File: src/rtl/call_stack_unit.sv
// ============================================================================
//  Module      : call_stack_unit
//  Description : Parametrised return-address stack. Push on call, pop on
//                return, same-cycle push+pop replaces the top entry.
//                Registered pop data with a one-cycle valid strobe,
//                combinational top-of-stack peek, sticky overflow/underflow
//                flags and a synchronous flush.
//  Revision    : 1.0  initial release
// ============================================================================
`default_nettype none

module call_stack_unit #(
    parameter int WIDTH    = 32,
    parameter int DEPTH    = 8,
    parameter int OVF_MODE = 0,
    parameter int CW       = $clog2(DEPTH) + 1
) (
    input  logic             clk,
    input  logic             reset,
    input  logic             clear,
    input  logic             push,
    input  logic [WIDTH-1:0] push_data,
    input  logic             pop,
    output logic [WIDTH-1:0] pop_data,
    output logic             pop_valid,
    output logic [WIDTH-1:0] top_data,
    output logic [CW-1:0]    count,
    output logic             empty,
    output logic             full,
    output logic             overflow,
    output logic             underflow
);

    localparam int            c_PW        = $clog2(DEPTH);
    localparam logic [CW-1:0] c_DEPTH_CNT = CW'(DEPTH);
    localparam bit            c_WRAP      = (OVF_MODE == 1);

    // Storage and state
    logic [WIDTH-1:0] r_mem [DEPTH];
    logic [c_PW-1:0]  r_tp;
    logic [CW-1:0]    r_count;
    logic [WIDTH-1:0] r_pop_data;
    logic             r_pop_valid;
    logic             r_overflow;
    logic             r_underflow;

    // Decoded controls
    logic [c_PW-1:0]  w_top_idx;
    logic             w_empty;
    logic             w_full;
    logic             w_push_only;
    logic             w_pop_only;
    logic             w_both;
    logic             w_mem_we;
    logic [c_PW-1:0]  w_mem_addr;
    logic             w_tp_inc;
    logic             w_tp_dec;
    logic             w_cnt_inc;
    logic             w_cnt_dec;
    logic             w_pop_accept;
    logic             w_pop_bypass;
    logic             w_ovf_set;
    logic             w_unf_set;

    assign w_top_idx = r_tp - c_PW'(1);
    assign w_empty   = (r_count == '0);
    assign w_full    = (r_count == c_DEPTH_CNT);

    // Decode the request into array, pointer, counter and flag actions
    always_comb begin
        w_push_only  = push && !pop;
        w_pop_only   = pop && !push;
        w_both       = push && pop;
        w_mem_we     = 1'b0;
        w_mem_addr   = r_tp;
        w_tp_inc     = 1'b0;
        w_tp_dec     = 1'b0;
        w_cnt_inc    = 1'b0;
        w_cnt_dec    = 1'b0;
        w_pop_accept = 1'b0;
        w_pop_bypass = 1'b0;
        w_ovf_set    = 1'b0;
        w_unf_set    = 1'b0;

        if (!clear) begin
            if (w_push_only) begin
                // A full stack either drops the push or overwrites the oldest slot
                if (!w_full || c_WRAP) begin
                    w_mem_we = 1'b1;
                    w_tp_inc = 1'b1;
                end
                w_cnt_inc = !w_full;
                w_ovf_set = w_full;
            end else if (w_pop_only) begin
                w_pop_accept = !w_empty;
                w_tp_dec     = !w_empty;
                w_cnt_dec    = !w_empty;
                w_unf_set    = w_empty;
            end else if (w_both) begin
                // Replace the top, or pass the pushed value straight through when empty
                w_pop_accept = 1'b1;
                w_pop_bypass = w_empty;
                w_mem_we     = !w_empty;
                w_mem_addr   = w_top_idx;
            end
        end
    end

    // Entry array; contents are deliberately left unreset
    always_ff @(posedge clk) begin
        if (w_mem_we) begin
            r_mem[w_mem_addr] <= push_data;
        end
    end

    // Pointer, count, pop output register and sticky flags
    always_ff @(posedge clk or posedge reset) begin
        if (reset) begin
            r_tp        <= '0;
            r_count     <= '0;
            r_pop_data  <= '0;
            r_pop_valid <= 1'b0;
            r_overflow  <= 1'b0;
            r_underflow <= 1'b0;
        end else if (clear) begin
            r_tp        <= '0;
            r_count     <= '0;
            r_pop_valid <= 1'b0;
            r_overflow  <= 1'b0;
            r_underflow <= 1'b0;
        end else begin
            if (w_tp_inc) begin
                r_tp <= r_tp + c_PW'(1);
            end else if (w_tp_dec) begin
                r_tp <= w_top_idx;
            end

            if (w_cnt_inc) begin
                r_count <= r_count + CW'(1);
            end else if (w_cnt_dec) begin
                r_count <= r_count - CW'(1);
            end

            r_pop_valid <= w_pop_accept;
            if (w_pop_accept) begin
                r_pop_data <= w_pop_bypass ? push_data : r_mem[w_top_idx];
            end

            if (w_ovf_set) begin
                r_overflow <= 1'b1;
            end
            if (w_unf_set) begin
                r_underflow <= 1'b1;
            end
        end
    end

    assign top_data  = w_empty ? '0 : r_mem[w_top_idx];
    assign count     = r_count;
    assign empty     = w_empty;
    assign full      = w_full;
    assign pop_data  = r_pop_data;
    assign pop_valid = r_pop_valid;
    assign overflow  = r_overflow;
    assign underflow = r_underflow;

endmodule

`default_nettype wire

File: config.mk
export PLATFORM = sky130hd
export DESIGN_NAME = call_stack_unit
export DESIGN_NICKNAME = d
export VERILOG_FILES = /design/src/rtl/call_stack_unit.sv
export SDC_FILE = /design/constraint.sdc
export NUM_CORES = 1
export LEC_CHECK = 0
export CAP_MARGIN = 20
export CORE_MARGIN = 2
export CORE_UTILIZATION = 50
export CTS_BUF_LIST = sky130_fd_sc_hd__clkbuf_8 sky130_fd_sc_hd__clkbuf_16
export DETAILED_ROUTE_END_ITERATION = 7
export PLACE_DENSITY_LB_ADDON = 0.2
export SYNTH_ARGS = -nofsm -noshare
export SYNTH_HDL_FRONTEND = slang
export SYNTH_SLANG_ARGS = --single-unit
File: constraint.sdc
create_clock -name clk -period 4.1 [get_ports clk]
set_input_delay 1.025 -clock clk [delete_from_list [all_inputs] [get_ports clk]]
set_output_delay 1.025 -clock clk [all_outputs]
set_load 0.05 [all_outputs]
### Word level (Yosys, flattened, before mapping)

Memory sizes are Yosys's and may differ from the RTL's.
Cells that the tools add are included.

| cells by class | value |
|---|---|
| $add $sub $neg | 4 |
| reductions and logical operators | 13 |
| bitwise gates (word level) | 1 |
| eq/ne operators | 1 |
| multiplexer cells | 44 |

Operators with widths:

| cell | number |
|---|---|
| $mux W32 | 2 |
| $mux W1 | 32 |
| $mux W3 | 7 |
| $mux W4 | 3 |
| $reduce_bool A3 Y1 | 2 |
| $add A4 B1 Y4 const B | 1 |
| $eq A4 B4 Y1 const B | 1 |
| $logic_not A1 Y1 | 4 |
| $logic_not A4 Y1 | 1 |
| $reduce_bool A2 Y1 | 2 |
| $sub A4 B1 Y4 const B | 1 |
| $add A3 B1 Y3 const B | 1 |
| $logic_and A1 B1 Y1 | 3 |
| $sub A3 B1 Y3 const B | 1 |
| $reduce_and A2 Y1 | 1 |
| $not A1 Y1 | 1 |

| word-level totals | value |
|---|---|
| input bits | 37 |
| memories kept | 1 |
| output and inout port bits | 73 |
| register bits | 42 |
| memory bits (writable) | 256 |
| logic and storage cells | 70 |

Memory list:

| memory | depth | width | read ports | clocked after memory_dff | wr ports | RTL line | source |
|---|---|---|---|---|---|---|---|
| r_mem | 8 | 32 | 1 | 0 | 1 | 39 | `logic [WIDTH-1:0] r_mem [DEPTH];` |

### Depth between registers and ports, before layout

Gate-level depths: netlist (run 1).

| depth | value |
|---|---|
| depth after elaboration | 8 |
| gate-level depth with buffers | 10 |
| depth with buffers taken out | 9 |

### Worst setup path after synthesis (run 1)

Ideal clock, no wire load.

| timing path | value |
|---|---|
| path kind | register to register |
| start | register r_tp[0] |
| end | memory r_mem[4][0], enable pin |
| setup time | 0.421 ns |
| data arrival time | 3.470 ns |
| period minus slack after synthesis | 3.891 ns |
| data required time | 3.679 ns |
| slack | 0.209 ns |
| buffers on the path | 5 |
| stages on the path, launching flop included | 11 |
| cell sequence | dfrtp_1 > buf_2 > clkbuf_1 > inv_1 > ha_1 > buf_2 > buf_2 > clkbuf_1 > a31o_2 > nand2_1 > nor2_1 |

| on the way | value |
|---|---|
| cells in the longest elaborated chain, start to end | 5 |

RTL lines:

| item | RTL line | source |
|---|---|---|
| start, declared | 40 | `logic [c_PW-1:0] r_tp;` |
| start signal, assigned | 133 | `r_tp <= r_tp + c_PW'(1);` |
| start signal, assigned | 135 | `r_tp <= w_top_idx;` |
| $sub A3 B1 Y3 | 65 | `assign w_top_idx = r_tp - c_PW'(1);` |
| $mux W3 | 99 | `end else if (w_both) begin` |
| $mux W3 | 94 | `end else if (w_pop_only) begin` |
| $mux W3 | 86 | `if (w_push_only) begin` |
| $mux W3 (*) | 85 | `if (!clear) begin` |
| end, declared | 39 |  |

Every way passes the cells marked *; elsewhere a longest branch is shown, timed or not.

### Final worst setup path (run 1)

| timing path | value |
|---|---|
| start | register r_tp[1] |
| end | output port top_data[13] |

| on the way | value |
|---|---|
| cells in the longest elaborated chain, start to end | 3 |

RTL lines:

| item | RTL line | source |
|---|---|---|
| $sub A3 B1 Y3 | 65 |  |
| $mem_v2 Z8 W32 | -- |  |
| $mux W32 | 158 | `assign top_data = w_empty ? '0 : r_mem[w_top_idx];` |
| end, declared | 26 | `output logic [WIDTH-1:0] top_data,` |

Every way passes these cells.

==> impl_results.md, run 1 <==
- Run status: finished clean
- Hold crit path type: reg -> reg
- Worst setup SP type: flip-flop
- Cell occurring most often along the worst timing path: sky130_fd_sc_hd__buf_4
- Cell types occupying the most area after synthesis: sky130_fd_sc_hd__edfxtp_1, sky130_fd_sc_hd__mux4_2, sky130_fd_sc_hd__dfrtp_1, sky130_fd_sc_hd__a221oi_2, sky130_fd_sc_hd__nor2_1
- Final wirelength: 25500 microns
- Post-detail-place hpwl: 15600 microns
- Ant diodes: 0
- Number of I/O pins: 110
- Die X: 159 microns
- Worst-path maximum fanout: 19
- Overall Global Routing Usage: 20.3%
- Area of combinational cells with multiple inputs: 3210 sq um
- Area of all placed cells without fillers: 14900 sq um
- DRC violation count after routing: 0
- Proportion of netlist area held by the largest area contributor: 63.6%
- Minimum setup slack among reg-to-reg paths: 1.07 ns
- Global routing's busiest layer: met2
- Maximum capacitance violations: 0
- Maximum frequency from static timing analysis: 256 MHz
- Standard cell core area: 23600 sq um
- Post-Place Worst Slack: 0.551 ns
- Mapped Nets: 688
- Pins over their slew limit: 0
- Worst endpoint required time: 3.07 ns
- Clock-pin transition on the worst setup and hold timing paths: 0.06 ns
- Sequential cell area: 8740 sq um
- Fraction of layout cells with a size suffix above 1: 28.4%
- GR Util met1: 29.0%
- Cell row count: 56
- CP cell instances: inv_1, ha_4, buf_4, mux4_2, mux2i_1, nor2_1, buf_4
- Final Setup Violations: 0
- CP endpoint kind: output pin
- Syn. warnings: 0
- Y dimension of the die: 159 microns
- Number of enable flip-flop cells after synthesis: 256
- Routed len/inst: 22.8 microns
- Antenna violations before repair: 1
- Total count of hold-check failures in the final report: 0
- Maximum single-stage delay on the critical path: 0.52 ns
- Synthesis-to-layout area growth: 23.0%
- Cell taking the most area after synthesis: sky130_fd_sc_hd__edfxtp_1
- Worst VDD drop: 0.842 mV
- Congestion Overflow GR: 0
- Final RePlAce weighted congestion: 0.771
- Number of buffers added on ports: 109
- Number of vias after detailed routing: 6411
- Count of TritonRoute iterations in the first routing pass: 5
- Async SR Flop Fraction: 14.1%
- Number of library cell types mapped by synthesis: 35
- First-pass GRT wire length: 40200 microns
- Pin count of the biggest net entering global routing: 71
- Instance area at placement: 13800 sq um
- Initial Util: 51.2%
- # fillers: 1666
- Unrepaired setup endpoints after global routing: no
- Htree depth: 1
- Total clock buffers created by CTS: 30
- Number of global-route vias before repair: 6978
- Average footprint of a synthesized cell: 18.7 sq um
- Final Skew: 0.00709 ns
- Fraction of the cycle the final worst path needs: 95.4%
- Area enclosed by the die boundary: 25400 sq um
- Period minus WS final: 3.91 ns
- Gate family responsible for the most delay along the worst path: multiplexers
- Number of DRC markers in iteration 0: 537
- Tightest slew margin relative to the limit: 53.3%
- Met3 usage: 3.07%
- Number of nets in the layout: 817
- Count of buffer and inverter cells on the critical path: 3
- DRT antenna net count: 0
- Critical setup path kind: reg -> out
- TNS Setup: 0 ns
- CP Data Arrival Time: 2.88 ns
- Average vias per placed instance: 5.73
- Global Route met2 Usage: 34.0%
- Critical-path top delay cell: sky130_fd_sc_hd__ha_4
- Post-layout worst setup margin: 0.190 ns
- Number of buffers between clock root and the deepest sink: 3
- Synth Flop Type: sky130_fd_sc_hd__edfxtp_1
- Static leakage power: 5.11 nW
- Number of flip-flops and latches in the synthesized netlist: 298
- TritonCTS clock tree: yes
- Cell area after synthesis: 12100 sq um
- Clk root buf: sky130_fd_sc_hd__clkbuf_16
- Worst Max-Slew Pin Slew: 0.700 ns
- Mapped Cells: 647
- Later-pin clock latency in the skew report: 0.54 ns
- Part of the Yosys area used for sequential elements: 72.3%
- Clock Sinks: 298
- Power per cell area: 861 nW/um^2
-- power breakdown --
| part | switching, W | internal (W) |
|---|---|---|
| logic | 0.00391 | 0.00221 |
| clock network | 0.00112 | 0.00178 |
| registers | 0.000172 | 0.00362 |
-- path summary, 6_finish.rpt --
path | from | to | depth (start not counted)
max | r_tp[1] | top_data[13] | 7
min | overflow | overflow | 2
max reg2reg | count[1] | r_mem[1][20] | 7
min reg2reg | overflow | overflow | 2
max in group asynchronous | reset | pop_data[25] | 3
min in group asynchronous | reset | pop_data[12] | 2
-- cells in the final DEF (no fill, tap or decap), types with 2 or more instances in the layout --
master                            instances
sky130_fd_sc_hd__a21oi_1                  5
sky130_fd_sc_hd__a221oi_2                32
sky130_fd_sc_hd__a31oi_1                  2
sky130_fd_sc_hd__buf_12                  14
sky130_fd_sc_hd__buf_4                   46
sky130_fd_sc_hd__bufinv_16                5
sky130_fd_sc_hd__clkbuf_16               31
sky130_fd_sc_hd__clkbuf_8                 5
sky130_fd_sc_hd__clkdlybuf4s50_1         76
sky130_fd_sc_hd__clkinv_1                 3
sky130_fd_sc_hd__clkinv_2                 6
sky130_fd_sc_hd__clkinvlp_4               4
sky130_fd_sc_hd__dfrtp_1                 41
sky130_fd_sc_hd__edfxtp_1               256
sky130_fd_sc_hd__ha_1                     3
sky130_fd_sc_hd__inv_1                    5
sky130_fd_sc_hd__mux2i_1                 34
sky130_fd_sc_hd__mux4_2                  64
sky130_fd_sc_hd__nand2_1                  8
sky130_fd_sc_hd__nand2b_1                 4
sky130_fd_sc_hd__nor2_1                 107
sky130_fd_sc_hd__nor2_4                  10
sky130_fd_sc_hd__nor2b_1                  3
sky130_fd_sc_hd__nor3_1                   2
sky130_fd_sc_hd__nor4_1                   2
sky130_fd_sc_hd__o21ai_0                  5
sky130_fd_sc_hd__xnor2_1                  5
sky130_fd_sc_hd__xor2_1                   3
-- Yosys cell counts (2+ instances only) --
cell / n
sky130_fd_sc_hd__ha_1: 4
sky130_fd_sc_hd__clkbuf_1: 18
sky130_fd_sc_hd__xor2_1: 4
sky130_fd_sc_hd__nor2_1: 117
sky130_fd_sc_hd__buf_2: 15
sky130_fd_sc_hd__o21ai_0: 5
sky130_fd_sc_hd__mux4_2: 64
sky130_fd_sc_hd__nor3_1: 2
sky130_fd_sc_hd__edfxtp_1: 256
sky130_fd_sc_hd__dfrtp_1: 42
sky130_fd_sc_hd__inv_1: 4
sky130_fd_sc_hd__mux2i_1: 34
sky130_fd_sc_hd__xnor2_1: 5
sky130_fd_sc_hd__a21oi_1: 5
sky130_fd_sc_hd__a31oi_1: 2
sky130_fd_sc_hd__buf_6: 7
sky130_fd_sc_hd__nand2_1: 8
sky130_fd_sc_hd__nand2b_1: 4
sky130_fd_sc_hd__a221oi_2: 32
sky130_fd_sc_hd__nor2b_1: 3
sky130_fd_sc_hd__nor4_1: 2
-- final cells by class --
cell class              count  area share [%]
inverters                   5           0.135
clock inverters            20            1.57
multi-input cells         304            21.6
clock buffers              36            5.68
flip-flops and latches    298            58.8
well taps                 319            2.69
repair buffers            137            9.51
-- worst register-to-register path, stage by stage (launching register included) --
cell and delay, ns:
sky130_fd_sc_hd__dfrtp_1 0.54, sky130_fd_sc_hd__or4_4 0.21, sky130_fd_sc_hd__clkinv_2 0.52, sky130_fd_sc_hd__nor2_1 0.29, sky130_fd_sc_hd__a22o_1 0.16, sky130_fd_sc_hd__nand2_1 0.23
sky130_fd_sc_hd__nor2_4 0.43, sky130_fd_sc_hd__buf_4 0.34
-- routing by layer --
metal / vias to the layer above / part of all wire, %
met5: - / 0.051
li1: 2833 / -
met1: 3369 / 44
met3: 23 / 5.2
met2: 184 / 50
met4: 2 / 0.84
-- metrics by stage --
step	total power, W	instances	utilization [%]	hold slack (ns)
2_1_floorplan	0.00799	647	-	0.600
3_3_place_gp	0.00987	1062	58.3	0.519
3_5_place_dp	0.00996	1062	58.3	0.523
4_1_cts	0.0129	1118	62.8	0.551
5_1_grt	0.0133	1119	62.9	0.597
6_report	0.0128	1119	62.9	0.542
-- flip-flops by register name (all words and copies together) (netlist names) --
register,cells
pop_valid,1
pop_data,32
overflow,1
count,4
underflow,1
r_mem,256
r_tp,3
-- what timing repair did --
item	CTS	global route
hold buffers	0	0
setup buffers	0	1
setup endpoints to repair	0	16
resized for setup	0	0
-- kinds of logic (layout without fill, tap and decap cells) --
family	after synthesis	in the layout	synth area share (%)
AND/OR/NAND/NOR	142	142	4.87
adder cells (fa/ha/maj)	4	4	0.414
AO/OA/AOI/OAI	51	51	4.98
XOR/XNOR	9	9	0.652
buffers and inverters	45	198	2.00
flip-flops	298	298	72.3
multiplexers	98	98	14.7
(Power assumes the default switching activity.)
==> inputs of run 2 (changes only) <==
- CORE_MARGIN: 2 -> 5
==> run 2 against run 1 <==
Against the previous run: combinational power hardly changed; critical path type unchanged; via count is 0.58% higher; first-iteration DRC count is 13% lower.
==> impl_results.md, run 2 (synthesis gave the netlist of run 1 again) <==
- Run status: finished clean (unchanged)
- Later-pin clock latency in the skew report: 0.55 ns (was 0.54 ns)
- DRC violation count after routing: 0 (unchanged)
- Fraction of the cycle the final worst path needs: 93.7% (was 95.4%)
- CP endpoint kind: output pin (unchanged)
- Amount of wire on met3 after detailed routing: 1200 microns (was 1330 microns)
- Worst Max-Slew Pin Slew: 0.741 ns (was 0.700 ns)
- Launch point of the worst hold path: underflow (was overflow)
- Overall Global Routing Usage: 19.3% (was 20.3%)
- Worst r2r path cells: 7 (unchanged)
- Final RePlAce weighted congestion: 0.771 (about the same)
- Final wirelength: 25600 microns (was 25500 microns)
- Number of vias after detailed routing: 6448 (was 6411)
- Sequential cell area: 8740 sq um (unchanged)
- Worst reg2reg path endpoint: r_mem[5][8] (was r_mem[1][20])
- Highest metal layer with signal wires: met5 (unchanged)
- Initial Util: 51.2% (unchanged)
- First-pass GRT wire length: 40500 microns (was 40200 microns)
- Cts hold-fix bufs: 0 (unchanged)
- Total clock buffers created by CTS: 30 (unchanged)
- Worst VDD drop: 0.555 mV (was 0.842 mV)
- Tightest slew margin relative to the limit: 50.6% (was 53.3%)
- Number of buffers between clock root and the deepest sink: 3 (unchanged)
- CP Data Arrival Time: 2.82 ns (was 2.88 ns)
- TNS Setup: 0 ns (unchanged)
- Synthesis-to-layout area growth: 22.0% (was 23.0%)
- Power per cell area: 851 nW/um^2 (was 861 nW/um^2)
- Cell row count: 56 (unchanged)
- Worst setup SP type: flip-flop (unchanged)
- Static leakage power: 5.12 nW (was 5.11 nW)
- Clock-pin transition on the worst setup and hold timing paths: 0.06 ns (about the same)
- Pins over their slew limit: 0 (unchanged)
- Antenna violations before repair: 1 (unchanged)
- Worst hold slack: 0.536 ns (was 0.542 ns)
- Ant diodes: 0 (unchanged)
- DRT antenna net count: 0 (unchanged)
- End point of the most critical hold path: underflow (was overflow)
- Number of nets in the layout: 820 (was 817)
- Pin count of the biggest net entering global routing: 71 (unchanged)
- Top reg by flops: r_mem (unchanged)
- Hold path cells: 2 (unchanged)
- Commonest non-fill, non-tap cell in the layout: sky130_fd_sc_hd__edfxtp_1 (unchanged)
- Metal1 wirelength: 11200 microns (was 11300 microns)
- Total count of hold-check failures in the final report: 0 (unchanged)
- Die X: 165 microns (was 159 microns)
- Worst endpoint required time: 3.07 ns (about the same)
- Number of I/O pins: 110 (unchanged)
- Number of global-route vias before repair: 6828 (was 6978)
- Htree depth: 1 (unchanged)
- Number of DRC markers in iteration 0: 469 (was 537)
- Maximum frequency from static timing analysis: 260 MHz (was 256 MHz)
- Final Setup Violations: 0 (unchanged)
- Congestion Overflow GR: 0 (unchanged)
- Routed len/inst: 22.8 microns (about the same)
- Critical setup path kind: reg -> out (unchanged)
- Average vias per placed instance: 5.75 (was 5.73)
- Minimum setup slack among reg-to-reg paths: 1.07 ns (about the same)
- Y dimension of the die: 165 microns (was 159 microns)
- Worst R2R Start: count[1] (unchanged)
- Hold crit path type: reg -> reg (unchanged)
- Area of combinational cells with multiple inputs: 3210 sq um (unchanged)
- TritonCTS clock tree: yes (unchanged)
- Clock Sinks: 298 (unchanged)
- Standard cell core area: 23600 sq um (unchanged)
- Clk root buf: sky130_fd_sc_hd__clkbuf_16 (unchanged)
- # fillers: 1688 (was 1666)
- Fraction of layout cells with a size suffix above 1: 27.3% (was 28.4%)
- Final Skew: 0.0155 ns (was 0.00709 ns)
- Unrepaired setup endpoints after global routing: no (unchanged)
- Count of TritonRoute iterations in the first routing pass: 4 (was 5)
- Post-detail-place hpwl: 15900 microns (was 15600 microns)
- Area enclosed by the die boundary: 27400 sq um (was 25400 sq um)
- Period minus WS final: 3.84 ns (was 3.91 ns)
- Flip-flop count of the largest register after layout: 256 (unchanged)
- Maximum capacitance violations: 0 (unchanged)
- Most frequent cells in the layout: sky130_fd_sc_hd__edfxtp_1, sky130_fd_sc_hd__nor2_1, sky130_fd_sc_hd__clkdlybuf4s50_1 (unchanged)
- Number of buffers added on ports: 109 (unchanged)
- Length of routed met2 wiring: 12700 microns (was 12600 microns)
- Worst-path maximum fanout: 13 (was 19)
run 2: worst max path at each step:
stage	startpoint	to	slack, ns	cells after the start
after global placement	clear	r_mem[2][16]	0.70	7
after detailed placement	clear	r_mem[2][16]	0.62	7
after floorplan	r_tp[0]	r_mem[4][0]	0.21	10
after global routing	r_tp[0]	top_data[26]	0.1	7
final	r_tp[0]	top_data[23]	0.26	7
after CTS	r_tp[1]	top_data[11]	0.09	7
run 2: final cells by class:
cell class | count | share of cell area (%)
Sequential cell | 298 | 59.3
Multi-Input combinational cell | 304 | 21.8
Timing Repair Buffer | 140 | 9.39
Clock buffer | 34 | 5.47
Tap cell | 319 | 2.71
Clock inverter | 22 | 1.22
Inverter | 5 | 0.144
run 2: worst max-delay path, cell delays in order, from the launching register on:
cell and delay (ns):
sky130_fd_sc_hd__dfrtp_4 0.49, sky130_fd_sc_hd__inv_1 0.10, sky130_fd_sc_hd__ha_4 0.17, sky130_fd_sc_hd__xor2_4 0.44
sky130_fd_sc_hd__buf_4 0.39, sky130_fd_sc_hd__mux2i_1 0.37, sky130_fd_sc_hd__nor2_1 0.12, sky130_fd_sc_hd__buf_12 0.18
run 2: routing by layer:
layer / global-route usage [%] / vias to the layer above
met3: 2.63 / 32
li1: - / 2835
met5: 0 / -
met2: 31.9 / 168
met4: 3.75 / 2
met1: 28.3 / 3411
run 2: power by group:
group | total (W) | switching, W | internal (W)
Combinational | 0.00609 | 0.00389 | 0.00221
Clock | 0.00266 | 0.00107 | 0.00158
Sequential | 0.00379 | 0.000169 | 0.00362
Total | 0.0125 | 0.00513 | 0.00741
run 2: timing repair:
item	4_1_cts	5_1_grt
setup buffers	0	1
gates resized for setup	0	1
setup endpoints to repair	0	11
hold endpoints to repair	0	0
run 2: metrics by stage:
stage / total power (W) / cells / utilization, % / area, sq um / setup slack, ns
after floorplan: 0.00799 / 647 / - / 12100 / 0.209
after global placement: 0.00988 / 1065 / 58.1 / 13700 / 0.702
after detailed placement: 0.00997 / 1065 / 58.1 / 13700 / 0.622
after CTS: 0.0126 / 1121 / 62.3 / 14700 / 0.0908
after global routing: 0.0131 / 1122 / 62.4 / 14700 / 0.0985
final: 0.0125 / 1122 / 62.4 / 14700 / 0.258
